===== src/rtl/systolic_skew_feeder.sv =====
// Operand staging for the systolic array's left edge.
// Holds a DIM x DIM tile and streams it out diagonally skewed.
module systolic_skew_feeder #(
  parameter int BITS_AB = 8,
  parameter int DIM     = 8
) (
  input  logic                       clk,
  input  logic                       rst_n,
  input  logic                       WrEn,
  input  logic [$clog2(DIM)-1:0]     WrRow,
  input  logic [DIM*BITS_AB-1:0]     Arow,
  input  logic                       start,
  input  logic                       stall,
  output logic [DIM*BITS_AB-1:0]     Aout,
  output logic                       en_out,
  output logic                       busy,
  output logic                       done,
  output logic                       wr_err
);

  localparam int CW   = $clog2(2*DIM-1);
  localparam int LAST = 2*DIM-2;

  typedef enum logic {IDLE, STREAM} state_t;

  state_t               state;
  logic [CW-1:0]        cnt;
  logic [BITS_AB-1:0]   tile [DIM][DIM];
  logic [DIM*BITS_AB-1:0] beat;
  logic                 wr_ok;
  logic                 last;

  assign busy  = (state == STREAM);
  assign last  = (cnt == CW'(LAST));
  assign wr_ok = WrEn && (int'(WrRow) < DIM);

  // Row i sees column t-i; anything outside the window is zero.
  always_comb begin
    beat = '0;
    for (int i = 0; i < DIM; i++) begin
      for (int c = 0; c < DIM; c++) begin
        if (int'(cnt) == i + c)
          beat[i*BITS_AB +: BITS_AB] = tile[i][c];
      end
    end
  end

  always_ff @(posedge clk or negedge rst_n) begin
    if (!rst_n) begin
      state  <= IDLE;
      cnt    <= '0;
      Aout   <= '0;
      en_out <= 1'b0;
      done   <= 1'b0;
      wr_err <= 1'b0;
      for (int r = 0; r < DIM; r++)
        for (int c = 0; c < DIM; c++)
          tile[r][c] <= '0;
    end else begin
      wr_err <= (state == STREAM) && WrEn;
      unique case (state)
        IDLE: begin
          Aout   <= '0;
          en_out <= 1'b0;
          done   <= 1'b0;
          if (wr_ok)
            for (int c = 0; c < DIM; c++)
              tile[WrRow][c] <= Arow[c*BITS_AB +: BITS_AB];
          if (start) begin
            cnt   <= '0;
            state <= STREAM;
          end
        end
        STREAM: begin
          if (stall) begin
            en_out <= 1'b0;
            done   <= 1'b0;
          end else begin
            Aout   <= beat;
            en_out <= 1'b1;
            cnt    <= cnt + CW'(1);
            done   <= last;
            if (last)
              state <= IDLE;
          end
        end
        default: state <= IDLE;
      endcase
    end
  end

endmodule


===== config.mk =====
export PLATFORM = sky130hd
export DESIGN_NAME = systolic_skew_feeder
export DESIGN_NICKNAME = d
export VERILOG_FILES = /design/src/rtl/systolic_skew_feeder.sv
export SDC_FILE = /design/constraint.sdc
export NUM_CORES = 1
export LEC_CHECK = 0
export ABC_AREA = 1
export BUFFER_PORTS_ARGS = -buffer_cell sky130_fd_sc_hd__buf_2
export CAP_MARGIN = 20
export CORE_MARGIN = 2
export CORE_UTILIZATION = 40
export CTS_CLUSTER_DIAMETER = 150
export DETAILED_ROUTE_END_ITERATION = 8
export PLACE_DENSITY = 0.66
export SYNTH_ARGS = -nofsm -noshare
export SYNTH_HDL_FRONTEND = slang
export SYNTH_SLANG_ARGS = --single-unit
export TNS_END_PERCENT = 100

===== constraint.sdc =====
create_clock -name clk -period 3.22 [get_ports clk]
set_clock_uncertainty 0.2 [all_clocks]
set_input_delay 0.644 -clock clk [delete_from_list [all_inputs] [get_ports clk]]
set_output_delay 0.644 -clock clk [all_outputs]
set_load 0.01 [all_outputs]

Word-level counts from Yosys, hierarchy flattened:

Cells that the tools add are included.
Widths: inputs -> output; s select.

* equality and inequality tests: 17
* mux-type cells: 101
* add/sub/neg operators: 1
* magnitude comparators: 2
* bitwise gates (word level): 2
* reductions and logical operators: 5

Operators with widths (count)
* $bwmux 512: 8
* $demux 64 s3: 8
* $mux 8: 65
* $mux 64: 2
* $pmux 64 s2: 1
* $mux 56: 1
* $mux 48: 1
* $mux 40: 1
* $eq 4x4->1 const B: 9
* $mux 32: 1
* $mux 24: 1
* $eq 4x3->1 const B: 4
* $mux 16: 1
* $eq 4x2->1 const B: 2
* $mux 4: 2
* $pmux 4 s2: 1
* $pmux 1 s2: 3
* $mux 1: 5
* $add 4x1->4 const B: 1
* $ge 4x4->1 const B: 1
* $logic_not 4->1: 1
* $lt 4x1->1 const B: 1
* $ne 2x2->1 const B: 2
* $not 3->4: 1
* 3 further kinds: 5

* output and inout port bits: 68
* bits in registers: 584

Longest topological paths before layout:

* depth in word-level cells: 13
* mapped depth: 16
* mapped depth without buffers: 14

Least setup slack after synthesis:

No wires, ideal clock.

* path type: flip-flop to flip-flop
* start: register cnt[0]
* end: register Aout[56]
* cell stages (with the launch flop): 12
* slack: 987 ps
* arrival time: 1916 ps
* path buffers: 4
* setup time: 117 ps
* path through: dfrtp_1 -> inv_1 -> ha_1 -> buf_4 -> inv_2 -> buf_2 -> buf_6 -> nor2_1 -> clkbuf_1 -> a21oi_1 -> nand2_1 -> nand2_1

* word-level cells in the longest chain between the ends: 11
* elaborated cells between the ends (all ways): 18

RTL lines
* start, declared: RTL line 27 `logic [CW-1:0] cnt;`
* start signal, assigned: RTL line 81 `cnt <= cnt + CW'(1);`
* $eq 4x4->1: RTL line 42 `if (int'(cnt) == i + c)`
* $mux 8 (7 in series): RTL line 42
* $mux 8 *: RTL line 42
* $mux 64 *: RTL line 75 `if (stall) begin`
* $pmux 64 s2 *: RTL line 61 `unique case (state)`
* end signal, assigned: RTL line 79 `Aout <= beat;`
* end, declared: RTL line 14 `output logic [DIM*BITS_AB-1:0] Aout,`

Mark *: on every way between the ends. The rest lies on a longest branch, timed or not. The select of a mux whose other input is x is not followed.
A chain may end at the register's enable or synchronous reset.

Worst setup path after layout:

* start: register cnt[0]
* end: register Aout[24]

* word-level cells in the longest chain between the ends: 11
* elaborated cells between the ends (all ways): 18

RTL lines (RTL line)
* $eq 4x3->1: 42
* $mux 8 (7 in series): 42
* $mux 8 *: 42
* $mux 64 *: 75
* $pmux 64 s2 *: 61

Marked as above.

==> results.ini <==
[run_status]
status = finished clean

[global_route]
grt_pass1_wl_um = 128000
grtUsageTotal_pct = 24.4
grt_pass1_vias = 21400
grt_max_degree = 129
antenna_found_initial = 1
overflow = 0

[place]
dp_hpwl_um = 56400
gp_congestion = 0.832
dpl-instance-area_um2 = 28400
port_buffers = 139

[synthesis]
synth_seq_cells = 584
synth_cell_types = 26
yosysSeqAreaShare_pct = 55.0
syn_area_um2 = 26600
avgSynthCellArea_um2 = 7.76
synth_cells = 3427
syn_nets = 3503
synth-warning-count = 0

[worst_setup_path]
rr_worst_depth = 12
reg2reg_slack_ns = 0.45
worstPathRequired_ns = 3.53
cp-startpoint = cnt[0]
rr_endpoint = Aout[24]
critPathLaunchType = register
cp.arrival_ns = 3.08
timing.rr.start = cnt[0]
cp-end-kind = register
crit_end = Aout[24]
path_max_fanout = 13
path_class = reg -> reg

[power_and_ir_drop]
ir_drop_mv = 0.568
p_leak_uw = 0.0159
p_per_area_nw_per_um2 = 806

[timing]
period_needed_ns = 2.77
finalCritPeriodShare_pct = 86.0
setup_tns_ns = 0
worst_slew_pin_slew_ns = 0.842
slew_violations = 0
setup_viol = 0
final_hold_viol_count = 0
timing.fmax_ghz = 0.361
maxSlewHeadroom_pct = 43.7
timing.hold.ws_ns = 0.0373
rsz0062_at_grt = false

[floorplan]
die_x_um = 262
die_h_um = 262
die-area_um2 = 68500
coreArea_um2 = 65700
rows = 94
initial_utilization_pct = 40.4
io_pins = 140

[clock_tree]
cts_buffers = 61
cts_max_path_buffers = 3
cts_resized = 0
clock-root-buffer = clkbuf_16
cts_sinks = 584
clkSlewWorstSetupHoldPaths_ns = 0.06
post-cts-setup-buffer-count = 0
htree_num_levels = 2
cts_tree = yes
clk_latency_ns = 0.63

[layout]
fin_nets = 3570
final_cell_area_um2 = 30400
areaGrowthSynthToFinish_pct = 14.4
drive_gt1_share_pct = 10.3

[detailed_routing]
dr.pass1.iters = 6
wl_per_cell_um = 18.8
drc = 0
wl_um = 82700
vias_per_cell = 5.18
dr.first_iter.drc_count = 2382
num_vias = 22800
drtAntennaViolNets = 0

[job]
cap_violations = 0

[worst_hold_path]
hold_class = in -> reg

[worst min-delay path by stage]
| stage | start | to | slack, ns | depth (start not counted) |
|---|---|---|---|---|
| after global placement | tile[86] | tile[86] | 0.26 | 2 |
| after global routing | Arow[21] | tile[173] | 0.03 | 3 |
| final | Arow[22] | tile[174] | 0.04 | 3 |
| after CTS | Arow[22] | tile[174] | 0.006 | 3 |
| after floorplan | rst_n | Aout[0] | 0.15 | 0 |
| after detailed placement | Aout[50] | Aout[50] | 0.26 | 2 |
[final cells by class]
class | count | area [µm²]
fillers | 6431 | 35300
flip-flops and latches | 584 | 14600
multi-input cells | 2358 | 10100
clock buffers | 93 | 1810
repair buffers | 215 | 1610
well taps | 864 | 1080
inverters | 274 | 1030
clock inverters | 17 | 175
diodes | 1 | 2.50
[registers in the layout, summed over array words and instances (netlist names)]
name	count
done	1
wr_err	1
cnt	4
Aout	64
tile	512
en_out	1
busy	1
[layer usage]
metal	up-vias	wire [µm]	track usage, %
li1	10900	-	-
met1	11100	35700	33.8
met2	721	39900	40.3
met3	124	5060	3.26
met4	0	2070	6.85
met5	-	0	0
[kinds of logic after synthesis]
family	after synthesis	synth area share, %
fa+ha+maj	4	0.188
simple gates	1724	25.8
buf+inv	485	7.12
compound gates	630	11.9
flops	584	55.0
[synthesized netlist by cell type]
| cell | instances | area share (%) |
|---|---|---|
| nand2_1 | 1268 | 18 |
| dfrtp_1 | 584 | 55 |
| o21ai_0 | 500 | 9.4 |
| inv_1 | 262 | 3.7 |
| nor2_1 | 257 | 3.6 |
| clkbuf_1 | 163 | 2.3 |
| a21oi_1 | 121 | 2.3 |
| nand3_1 | 108 | 2.0 |
| buf_2 | 37 | 0.70 |
| nand4_1 | 30 | 0.71 |
| or2_2 | 29 | 0.68 |
| nand3b_1 | 16 | 0.45 |
| inv_2 | 12 | 0.17 |
| o21ai_1 | 8 | 0.15 |
| buf_1 | 5 | 0.071 |
| buf_4 | 5 | 0.14 |
| ha_1 | 4 | 0.19 |
| nor2_2 | 3 | 0.071 |
| nor2_4 | 3 | 0.13 |
| nor3_1 | 3 | 0.056 |
| or2_0 | 3 | 0.071 |
| nor4_1 | 2 | 0.047 |
| buf_6 | 1 | 0.042 |
| nand2_2 | 1 | 0.024 |
| nand3_2 | 1 | 0.038 |
| o22ai_1 | 1 | 0.024 |
[cell usage in the layout (no fill, tap or decap), types with 26 or more instances in the layout]
master     count
a21oi_1      121
buf_12        26
nand4_1       30
buf_4         48
dfrtp_1      584
nor2_1       254
nand3_1      107
inv_1        260
o21ai_0      500
buf_2        138
clkbuf_16     62
nand2_1     1267
or2_2         29
[through the flow]
| step | setup slack, ns | power [µW] | utilization [%] | std cells |
|---|---|---|---|---|
| CTS | 0.496 | 24600 | 46.3 | 4405 |
| finish | 0.452 | 24500 | 46.3 | 4406 |
| detailed placement | 0.500 | 17600 | 43.2 | 4293 |
| global placement | 0.568 | 17400 | 43.2 | 4293 |
| global route | 0.297 | 26000 | 46.3 | 4405 |
| floorplan | 0.987 | 14700 | - | 3427 |
[where the power goes]
part           switching, µW  leakage [µW]  internal, µW
Combinational           4720       0.00726          2290
Sequential              1060       0.00761          9400
Clock                   2960      0.000985          4080
Total                   8740        0.0159         15800
[worst max-delay path, stage by stage, from the launching register on]
cell	delay (ns)
dfrtp_1	0.40
inv_1	0.16
ha_1	0.30
inv_2	0.17
nor2_2	0.57
buf_4	0.28
a21oi_1	0.07
nand2_1	0.10
nand2_1	0.08
nand2_1	0.12
nand2_1	0.06
nand2_1	0.07
nand2_1	0.06
[repair_timing]
item | in CTS | in global routing
hold buffers | 2 | 0
setup endpoints to repair | 0 | 0
endpoints found under the hold margin | 51 | 0
(Power assumes the default switching activity.)
